<file path="src/rtl/elastic_pipe_reg.sv">
`default_nettype none
// ============================================================================
// Module      : elastic_pipe_reg
// Description : Elastic inter-stage pipeline register. It carries a control
//               bundle and a payload bundle through STAGES slots. Every slot
//               has a main entry and a skid entry, so each slot holds up to
//               two entries. Valid/ready handshaking lets back-pressure stall
//               upstream without bubbles, and ready is always a register
//               output. Flush turns the whole pipe into bubbles in a single
//               cycle. An occupancy count is provided for hazard logic.
//
// Parameters  : CTRL_WIDTH - control bundle width (cleared in a bubble)
//               DATA_WIDTH - payload bundle width
//               STAGES     - number of register slots, legal range 1..8
//               CNT_WIDTH  - occupancy counter width
//
// Ports       : clk        - clock, rising edge
//               rst        - synchronous reset, active high
//               flush_in   - synchronous flush, discards all held entries
//               in_valid   - upstream entry present
//               in_ready   - block accepts this cycle (registered)
//               in_ctrl    - control bundle in
//               in_data    - payload bundle in
//               out_valid  - entry present at output
//               out_ready  - downstream accepts
//               out_ctrl   - control bundle out, zero when out_valid=0
//               out_data   - payload bundle out, zero when out_valid=0
//               occupancy  - entries currently held, 0..2*STAGES
//
// Revision    : 1.0 - initial elastic implementation
// ============================================================================
module elastic_pipe_reg #(
    parameter int CTRL_WIDTH = 8,
    parameter int DATA_WIDTH = 96,
    parameter int STAGES     = 1,
    parameter int CNT_WIDTH  = $clog2(2*STAGES+1)
) (
    input  logic                  clk,
    input  logic                  rst,
    input  logic                  flush_in,
    input  logic                  in_valid,
    output logic                  in_ready,
    input  logic [CTRL_WIDTH-1:0] in_ctrl,
    input  logic [DATA_WIDTH-1:0] in_data,
    output logic                  out_valid,
    input  logic                  out_ready,
    output logic [CTRL_WIDTH-1:0] out_ctrl,
    output logic [DATA_WIDTH-1:0] out_data,
    output logic [CNT_WIDTH-1:0]  occupancy
);

    localparam int                   c_last_slot = STAGES - 1;
    localparam logic [CNT_WIDTH-1:0] c_max_occ   = CNT_WIDTH'(2*STAGES);

    // ------------------------------------------------------------------
    // Slot state
    // ------------------------------------------------------------------
    logic [STAGES-1:0]     r_main_v;
    logic [STAGES-1:0]     r_skid_v;
    logic [CTRL_WIDTH-1:0] r_main_ctrl [STAGES];
    logic [DATA_WIDTH-1:0] r_main_data [STAGES];
    logic [CTRL_WIDTH-1:0] r_skid_ctrl [STAGES];
    logic [DATA_WIDTH-1:0] r_skid_data [STAGES];
    logic [CNT_WIDTH-1:0]  r_occ;

    // ------------------------------------------------------------------
    // Inter-slot links
    // ------------------------------------------------------------------
    logic [STAGES-1:0]     w_up_valid;   // entry offered to slot k
    logic [STAGES-1:0]     w_dn_ready;   // downstream of slot k accepts
    logic [STAGES-1:0]     w_take;       // slot k hands its main entry on
    logic [STAGES-1:0]     w_accept;     // slot k takes the offered entry
    logic [CTRL_WIDTH-1:0] w_up_ctrl [STAGES];
    logic [DATA_WIDTH-1:0] w_up_data [STAGES];
    logic                  w_in_xfer;
    logic                  w_out_xfer;

    always_comb begin
        w_up_valid = '0;
        w_dn_ready = '0;
        for (int k = 0; k < STAGES; k++) begin
            w_up_ctrl[k] = '0;
            w_up_data[k] = '0;
        end

        // Slot 0 is fed from the block input, every other slot from the
        // main entry of the slot before it.
        w_up_valid[0] = in_valid;
        w_up_ctrl[0]  = in_ctrl;
        w_up_data[0]  = in_data;
        for (int k = 1; k < STAGES; k++) begin
            w_up_valid[k] = r_main_v[k-1];
            w_up_ctrl[k]  = r_main_ctrl[k-1];
            w_up_data[k]  = r_main_data[k-1];
        end

        // Ready toward upstream is only the registered skid state, which
        // keeps out_ready from ever reaching in_ready combinationally.
        w_dn_ready[c_last_slot] = out_ready;
        for (int k = 0; k < STAGES - 1; k++) begin
            w_dn_ready[k] = !r_skid_v[k+1];
        end

        w_take     = r_main_v & w_dn_ready;
        w_accept   = w_up_valid & ~r_skid_v;
        w_in_xfer  = in_valid & !r_skid_v[0];
        w_out_xfer = r_main_v[c_last_slot] & out_ready;
    end

    // ------------------------------------------------------------------
    // Slot update
    // ------------------------------------------------------------------
    always_ff @(posedge clk) begin
        if (rst || flush_in) begin
            r_main_v <= '0;
            r_skid_v <= '0;
            for (int k = 0; k < STAGES; k++) begin
                r_main_ctrl[k] <= '0;
                r_main_data[k] <= '0;
                r_skid_ctrl[k] <= '0;
                r_skid_data[k] <= '0;
            end
        end else begin
            for (int k = 0; k < STAGES; k++) begin
                if (w_take[k]) begin
                    if (r_skid_v[k]) begin
                        // Skid refills main; ready is low so nothing new
                        // can arrive in this cycle.
                        r_main_ctrl[k] <= r_skid_ctrl[k];
                        r_main_data[k] <= r_skid_data[k];
                        r_skid_v[k]    <= 1'b0;
                    end else if (w_accept[k]) begin
                        r_main_ctrl[k] <= w_up_ctrl[k];
                        r_main_data[k] <= w_up_data[k];
                    end else begin
                        r_main_v[k]    <= 1'b0;
                    end
                end else if (w_accept[k]) begin
                    if (!r_main_v[k]) begin
                        r_main_v[k]    <= 1'b1;
                        r_main_ctrl[k] <= w_up_ctrl[k];
                        r_main_data[k] <= w_up_data[k];
                    end else begin
                        // Main is stalled: park the entry in the skid so the
                        // upstream transfer already committed is not lost.
                        r_skid_v[k]    <= 1'b1;
                        r_skid_ctrl[k] <= w_up_ctrl[k];
                        r_skid_data[k] <= w_up_data[k];
                    end
                end
            end
        end
    end

    // ------------------------------------------------------------------
    // Occupancy counter
    // ------------------------------------------------------------------
    always_ff @(posedge clk) begin
        if (rst || flush_in) begin
            r_occ <= '0;
        end else begin
            case ({w_in_xfer, w_out_xfer})
                2'b10:   r_occ <= r_occ + 1'b1;
                2'b01:   r_occ <= r_occ - 1'b1;
                default: r_occ <= r_occ;
            endcase
        end
    end

    // The counter must never pass 2*STAGES or go below zero, and it must
    // always agree with the number of valid entries actually held.
    always_ff @(posedge clk) begin
        if (!rst && !flush_in) begin
            assert (!(w_in_xfer && !w_out_xfer && (r_occ == c_max_occ)));
            assert (!(w_out_xfer && !w_in_xfer && (r_occ == '0)));
            assert (r_occ == CNT_WIDTH'($countones({r_main_v, r_skid_v})));
        end
    end

    // ------------------------------------------------------------------
    // Outputs
    // ------------------------------------------------------------------
    assign in_ready  = !r_skid_v[0];
    assign out_valid = r_main_v[c_last_slot];
    // A bubble must present all-zero control so no write enable leaks out.
    assign out_ctrl  = r_main_ctrl[c_last_slot] & {CTRL_WIDTH{out_valid}};
    assign out_data  = r_main_data[c_last_slot] & {DATA_WIDTH{out_valid}};
    assign occupancy = r_occ;

endmodule
`default_nettype wire

</file>
<file path="config.mk">
export PLATFORM = sky130hd
export DESIGN_NAME = elastic_pipe_reg
export DESIGN_NICKNAME = d
export VERILOG_FILES = /design/src/rtl/elastic_pipe_reg.sv
export SDC_FILE = /design/constraint.sdc
export NUM_CORES = 1
export LEC_CHECK = 0
export ABC_AREA = 1
export CORE_ASPECT_RATIO = 0.9
export CORE_MARGIN = 5
export CORE_UTILIZATION = 30
export CTS_CLUSTER_DIAMETER = 100
export DETAILED_ROUTE_END_ITERATION = 8
export GPL_ROUTABILITY_DRIVEN = 1
export GPL_TIMING_DRIVEN = 0
export PLACE_DENSITY = 0.57
export SLEW_MARGIN = 0
export SYNTH_ARGS = -nofsm -noshare
export SYNTH_HDL_FRONTEND = slang
export SYNTH_SLANG_ARGS = --single-unit
</file>
<file path="constraint.sdc">
create_clock -name clk -period 7.8 [get_ports clk]
set_clock_uncertainty 0.2 [all_clocks]
set_input_delay 1.56 -clock clk [delete_from_list [all_inputs] [get_ports clk]]
set_output_delay 1.56 -clock clk [all_outputs]
set_load 0.02 [all_outputs]
</file>
Word-level counts from Yosys, hierarchy flattened --
Memories as Yosys holds them, arrays and structs flattened. Cells that the tools add are included.
Word-level totals: output and inout port bits 108, logic and storage cells 76, register bits after elaboration 4, memories kept 4, bits of input ports 109, memory bits (writable) 208
Memories:
- r_main_data | words 1, width 96, rd ports 1, clocked after Yosys merged registers in 0, write ports 1, RTL line 61 | logic [DATA_WIDTH-1:0] r_main_data [STAGES];
- r_skid_data | words 1, width 96, rd ports 1, clocked after Yosys merged registers in 0, write ports 1, RTL line 63 | logic [DATA_WIDTH-1:0] r_skid_data [STAGES];
- r_main_ctrl | words 1, width 8, rd ports 1, clocked after Yosys merged registers in 0, write ports 1, RTL line 60 | logic [CTRL_WIDTH-1:0] r_main_ctrl [STAGES];
- r_skid_ctrl | words 1, width 8, rd ports 1, clocked after Yosys merged registers in 0, write ports 1, RTL line 62 | logic [CTRL_WIDTH-1:0] r_skid_ctrl [STAGES];
Cells by class: muxes and demuxes 42, bitwise operators 6, equality and inequality tests 4, add/subtract/negate cells 2, reductions and logical operators 15
Operators with widths (number):
- 96-bit two-way mux | 4
- 96-bit OR reduction | 4
- 96-bit AND | 1
- 1-bit two-way mux | 33
- 8-bit two-way mux | 4
- 8-bit OR reduction | 4
- 8-bit AND | 1
- 2-bit inequality test, second input constant | 2
- 2-bit case mux with 2 select lines | 1
- 2-bit nonzero test | 2
- 1-bit AND | 3
- 3-bit AND reduction | 1
- 2-bit by 1-bit adder with 2-bit output, second input constant | 1
- 2-bit by 1-bit equality test with 1-bit output, second input constant | 1
- 2-bit equality test, second input constant | 1
- 2-bit AND reduction | 1
- 2-bit OR reduction | 1
- 2-bit by 1-bit subtractor with 2-bit output, second input constant | 1
- 1-bit zero test | 1
- 1-bit logical OR | 1
- 1-bit NOT | 1

Depth between registers and ports, before layout --
Gate-level depths: netlist of run 1.
depth after elaboration 10, depth in mapped cells 10, gate-level depth less buffers 10

Worst setup path after synthesis of run 1 --
OpenSTA, ideal clock, no wires.
kind input -> register, from input port flush_in, to memory r_main_ctrl[0][0] (enable), path buffers 3, data required time 6173 ps, arrival time 5130 ps, stages 5, path slack 1043 ps, cell sequence nor2_1 -> buf_2 -> buf_2 -> buf_2 -> nand4_1
Between the ends: longest elaborated chain between the ends 7, elaborated cells on any way between the ends 15, those cells by class mux: 11; reduce/logical: 4
RTL lines:
- start, declared | RTL line 40 | input logic flush_in,
- 1-bit logical OR (*) | RTL line 114 | if (rst || flush_in) begin
- 1-bit two-way mux | RTL line 114
- 1-bit two-way mux (not written as such) | RTL line 129 | r_main_ctrl[k] <= r_skid_ctrl[k];
- 8-bit OR reduction (no source line)
- 1-bit two-way mux (no source line) (2 in a row)
- 1-bit two-way mux (no source line) (*)
- end, declared | RTL line 60
Mark *: on every way between the ends. The rest lies on a longest branch, timed or not.

Final worst setup path of run 1 --
from register r_main_v, in the netlist out_valid, to output port out_data[71]
Between the ends: longest elaborated chain between the ends 1
RTL lines:
- start, declared | RTL line 58 | logic [STAGES-1:0] r_main_v;
- start signal, assigned | RTL line 115 | r_main_v <= '0;
- start signal, assigned by index | RTL line 136 | r_main_v[k] <= 1'b0;
- start signal, assigned by index | RTL line 140 | r_main_v[k] <= 1'b1;
- 96-bit AND | RTL line 187 | assign out_data = r_main_data[c_last_slot] & {DATA_WIDTH{out_valid}};
- end, declared | RTL line 48 | output logic [DATA_WIDTH-1:0] out_data,
No other way between the ends.

==> results_dict.tcl, run 1 <==
set metrics [dict create \
    cts_tree "built" \
    ios 217 \
    antenna_left 0 \
    vias 7660 \
    cp-end-kind "output port" \
    gr-usage-all-layers_pct 14.6 \
    critPathTopFamily "buffers and inverters" \
    r2r_start "out_valid$_SDFFE_PP0P_" \
    cp_max_fo 10 \
    required_ns 6.04 \
    reg2reg_slack_ns 5.30 \
    netlist_area_um2 9870 \
    hold_depth 2 \
    path_clk_slew_ns 0.06 \
    grt_max_degree 60 \
    worst_pin_slew_ns 0.764 \
    start_util_pct 30.2 \
    dp_hpwl_um 19100 \
    overflow 0 \
    cts_hold_buf 0 \
    rsz0062_at_grt "no" \
    register_area_um2 6330 \
    layout-drive-gt1-share_pct 6.24 \
    cts-root-buf "clkbuf_16" \
    place_area_um2 12700 \
    areaGrowthSynthToFinish_pct 36.2 \
    syn_nets 1158 \
    min_to "occupancy[1]$_SDFFE_PP0P_" \
    clock_latency_ns 0.51 \
    synth_seq_cells 212 \
    postCtsSetupRepairBufs 0 \
    port_buffers 216 \
    cts_buffers 24 \
    vdd_drop_max_mv 0.160 \
    route.final.wire_length_um 27300 \
    drc 0 \
    crit_arrival_ns 3.04 \
    syn_area_per_cell_um2 9.43 \
    drt-vias-per-instance 4.41 \
    fin_nets 1410 \
    yosysSeqAreaShare_pct 64.1 \
    design_area_um2 13500 \
    hold_violations 0 \
    worstReg2RegEnd "r_skid_data[0][4]$_SDFFCE_PN0P_" \
    htree_levels 1 \
    worstSetupPathType "reg2out" \
    grt_pass1_vias 7793 \
    crit_chain "buf_4 -> clkbuf_1 -> clkbuf_1 -> nand2_1 -> inv_1 -> clkdlybuf4s50_1" \
    coreArea_um2 32700 \
    fillCellCount 3297 \
    grt_pass1_wl_um 42800 \
    path_buf_inv 5 \
    min_from "occupancy[1]$_SDFFE_PP0P_" \
    gp_congestion 0.778 \
    crit_top_cell "clkbuf_1" \
    slowest_delay_ns 0.60 \
    cts_sinks 212 \
    setup.worst_path.start_class "register" \
    die_area_um2 36600 \
    hold_path_class "reg2reg" \
    setup_viol 0 \
    max_freq_mhz 208 \
    clockBufferDepth 3 \
    cts_resized 0 \
    synth_warnings 0 \
    max-cap-violations 0 \
    slew_violations 0 \
    powerDensity_nw_per_um2 194 \
    wl_per_cell_um 15.7 \
    synthCells 1047 \
    status "completed" \
    slowest_stage "clkbuf_1" \
    fp.dieW_um 201 \
    first_pass_iters 4 \
    die_h_um 182 \
    rows 63 \
    layout.cells.most_common "nand2_1" \
    total_power_mw 2.62 \
    min_period_ns 4.80 \
    initialDrtViolationCount 444 \
    multi_input_area_um2 2390 \
    ys_types 22 \
    post-route-period-util_pct 61.5 \
    tns_ns 0 \
    final_cell_mix "nand2_1 (217), clkdlybuf4s50_1 (216), inv_1 (215)" \
    worstRegToRegCells 6 \
    antenna_found_initial 4 \
    insertedDiodeCount 0 \
    slew_headroom_pct 49.1 \
    p_leak_nw 6.64 \
]
-- where the power goes --
group	total [mW]	switching, mW	internal, mW
clock	1.05	0.440	0.614
sequential	1.33	0.0173	1.32
combinational	0.229	0.131	0.0987
total	2.62	0.588	2.03
-- cells by family after synthesis --
kind of cell    Yosys count  share of synthesized area (%)
buf+inv                 285                           11.8
simple gates            544                           23.6
compound gates            3                          0.165
fa+ha+maj                 2                          0.253
flops                   212                           64.1
xor+xnor                  1                         0.0887
-- routing by layer --
layer	track usage [%]	wire length [um]	up-vias
met4	3.75	662	8
met3	3.77	1730	46
li1	-	-	3824
met1	19.6	12600	3583
met2	23.7	12300	199
met5	0	53	-
-- stage by stage --
step           hold WS (ns)  instances  setup slack (ns)  util (%)
4_1_cts               0.310       1736              2.84      41.1
5_1_grt               0.356       1736              2.65      41.1
6_report              0.307       1736              3.00      41.1
2_1_floorplan         0.322       1047              1.04         -
3_3_place_gp          0.299       1685             -2.50      38.4
3_5_place_dp          0.297       1695              3.11      38.9
-- cell usage after synthesis --
cell	instances	area share [%]
inv_1	215	8.2
buf_2	24	1.2
a31oi_1	1	0.063
o21ai_0	1	0.051
nor3_1	1	0.051
xnor2_1	1	0.089
nand3_1	207	10
buf_4	6	0.46
dfxtp_1	4	0.81
nand2_1	218	8.3
nand4_1	3	0.19
nor2_2	1	0.063
buf_6	6	0.68
nor3_2	1	0.10
nor2_1	111	4.2
buf_1	3	0.11
edfxtp_1	208	63
a21oi_1	1	0.051
ha_1	2	0.25
clkbuf_1	29	1.1
nand3_2	2	0.20
inv_2	2	0.076
-- worst max path at each step --
stage,startpoint,end,slack (ns),depth (start not counted)
3_3_place_gp,flush_in,r_main_data[0][49]$_DFFE_PP_,-2.50,6
3_5_place_dp,flush_in,r_skid_data[0][18]$_SDFFCE_PN0P_,3.11,7
5_1_grt,out_valid$_SDFFE_PP0P_,out_data[71],2.65,6
4_1_cts,out_valid$_SDFFE_PP0P_,out_data[71],2.84,6
2_1_floorplan,flush_in,r_main_ctrl[0][0]$_DFFE_PP_,1.04,5
6_report,out_valid$_SDFFE_PP0P_,out_data[71],3.00,6
-- state kept, by name (all words and copies together), names as in the netlist --
| register | count |
|---|---|
| occupancy | 2 |
| r_skid_data | 96 |
| r_skid_ctrl | 8 |
| out_valid | 1 |
| r_main_data | 96 |
| r_skid_v | 1 |
| r_main_ctrl | 8 |
-- cell type report --
class,instances,area share (%)
timing repair buffer,226,17.3
buffer,68,2.62
clock inverter,9,0.474
sequential,212,47.0
clock buffer,32,4.85
tap,422,3.93
multi-input combinational,550,17.8
inverter,217,6.06
-- worst reg2reg max path, cell delays in order, from the launching register on --
cell     delay (ns)
dfxtp_1        0.39
buf_4          0.22
inv_2          0.06
nor3_2         0.22
nand2_1        0.13
nand2_4        0.52
buf_16         0.39
No activity file was read; power rests on OpenSTA's default activity.
==> run 2: changes to the inputs <==
PLACE_DENSITY = 0.59   (was 0.57)
clock period = 4.3 ns   (was 7.8 ns; I/O delays follow)
==> run 2 against run 1 <==
Compared with the run above:
- sequential share of layout area fell by 0.11 points
- combinational power grew 81%
- final cell count increased by 0.17%
- largest cell class unchanged
- largest power group unchanged
- first-iteration DRC count fell by 25%
- wire length is essentially flat
- die area stayed put
==> results_dict.tcl, run 2 (synthesized netlist as in run 1, its figures left out) <==
set metrics [dict create \
    grt_max_degree 57 \
    layout-drive-gt1-share_pct 6.61 \
    drc 0 \
    die_area_um2 36600 \
    layout.cells.most_common "nand2_1" \
    grt_pass1_vias 7725 \
    cts_buffers 25 \
    initialDrtViolationCount 331 \
    required_ns 3.24 \
    drt-vias-per-instance 4.38 \
    antenna_left 0 \
    hold_violations 0 \
    setup_viol 0 \
    worstRegToRegCells 9 \
    min_to "occupancy[1]$_SDFFE_PP0P_" \
    path_clk_slew_ns 0.06 \
    vdd_drop_max_mv 0.294 \
    vias 7620 \
    cts_hold_buf 0 \
    crit_arrival_ns 2.59 \
    areaGrowthSynthToFinish_pct 36.5 \
    cts_tree "built" \
    reg2reg_slack_ns 1.57 \
    clockBufferDepth 3 \
    route.final.wire_length_um 27300 \
    die_h_um 182 \
    wl_met3_um 1690 \
    coreArea_um2 32700 \
    cts_resized 0 \
    fin_nets 1409 \
    postCtsSetupRepairBufs 0 \
    dp_hpwl_um 19300 \
    cts_sinks 212 \
    worst_pin_slew_ns 0.837 \
    htree_levels 1 \
    first_pass_iters 5 \
    ios 217 \
    status "completed" \
    port_buffers 216 \
    antenna_found_initial 3 \
    whs_ns 0.304 \
    routedLengthMet1_um 12400 \
    final_cell_mix "nand2_1 (217), clkdlybuf4s50_1 (216), inv_1 (215)" \
    rsz0062_at_grt "no" \
    slew_headroom_pct 44.2 \
    cts-root-buf "clkbuf_16" \
    met2_length_um 12500 \
    cp_max_fo 19 \
    final_util_pct 41.2 \
    top_layer_used "met5" \
    gr-usage-all-layers_pct 14.5 \
    fp.dieW_um 201 \
    wl_per_cell_um 15.7 \
    cp-end-kind "output port" \
    max_freq_mhz 274 \
    worstSetupPathType "reg2out" \
    min_from "occupancy[1]$_SDFFE_PP0P_" \
    hold_path_class "reg2reg" \
    r2r_start "out_valid$_SDFFE_PP0P_" \
    overflow 0 \
    post-route-period-util_pct 84.8 \
    gp_congestion 0.766 \
    max-cap-violations 0 \
    place_inst 1694 \
    min_period_ns 3.65 \
    stdcell_count 1739 \
    grt_pass1_wl_um 42700 \
    slew_violations 0 \
    worstReg2RegEnd "r_main_data[0][27]$_DFFE_PP_" \
    p_leak_nw 6.66 \
    clock_latency_ns 0.52 \
    hold_depth 2 \
    powerDensity_nw_per_um2 355 \
    start_util_pct 30.2 \
    rows 63 \
    setup.worst_path.start_class "register" \
    reg_top3 "r_main_data (96), r_skid_data (96)" \
]
-- run 2: cell types whose count changed in the layout (fill, tap and decap cells not counted) --
cell / before / now
clkinv_1: 5 / 8
buf_8: 9 / 7
clkbuf_1: 36 / 31
buf_2: 24 / 21
nor2_4: 0 / 1
nor2_1: 111 / 110
diode_2: 0 / 1
inv_6: 0 / 1
buf_6: 6 / 10
clkinv_2: 3 / 7
-- run 2: worst max-delay path by stage --
stage	startpoint	endpoint	depth (start not counted)
after floorplan	flush_in	r_main_ctrl[0][0]$_DFFE_PP_	5
after global placement	flush_in	r_main_data[0][67]$_DFFE_PP_	6
after detailed placement	out_valid$_SDFFE_PP0P_	out_data[77]	6
final	out_valid$_SDFFE_PP0P_	out_data[90]	5
after CTS	out_valid$_SDFFE_PP0P_	out_data[90]	5
after global routing	out_valid$_SDFFE_PP0P_	out_data[90]	5
-- run 2: metal layers --
layer / vias to the layer above / track usage [%]
met4: 4 / 3.50
met5: - / 0
met1: 3541 / 19.7
li1: 3822 / -
met3: 40 / 3.50
met2: 213 / 23.7
-- run 2: through the flow --
step / setup slack, ns / instance area [um^2] / power, mW / setup TNS, ns
floorplan: -1.49 / 9900 / 2.64 / -155.01
global placement: -4.64 / 12600 / 2.88 / -695.39
detailed placement: 0.556 / 12700 / 2.88 / 0
CTS: 0.505 / 13500 / 4.85 / 0
global route: 0.478 / 13500 / 4.97 / 0
finish: 0.653 / 13500 / 4.78 / 0
-- run 2: layout make-up --
class / instances / area (um^2)
buffer: 67 / 368
inverter: 217 / 815
antenna: 1 / 2.50
clock inverter: 17 / 104
tap: 422 / 528
timing repair buffer: 225 / 2310
multi-input combinational: 550 / 2400
sequential: 212 / 6330
fill: 3268 / 19200
clock buffer: 28 / 637
-- run 2: worst max-delay path, cell delays in order, from the launching register on --
cell and delay (ns):
dfxtp_1 0.39, buf_4 0.32, clkbuf_1 0.50, nand2_1 0.17
inv_1 0.08, clkdlybuf4s50_1 0.60
-- run 2: power breakdown --
| part | internal, mW | leakage [nW] | switching (mW) |
|---|---|---|---|
| sequential | 2.39 | 2.39 | 0.0316 |
| combinational | 0.179 | 3.89 | 0.236 |
| clock | 1.12 | 0.370 | 0.835 |
| total | 3.68 | 6.66 | 1.10 |
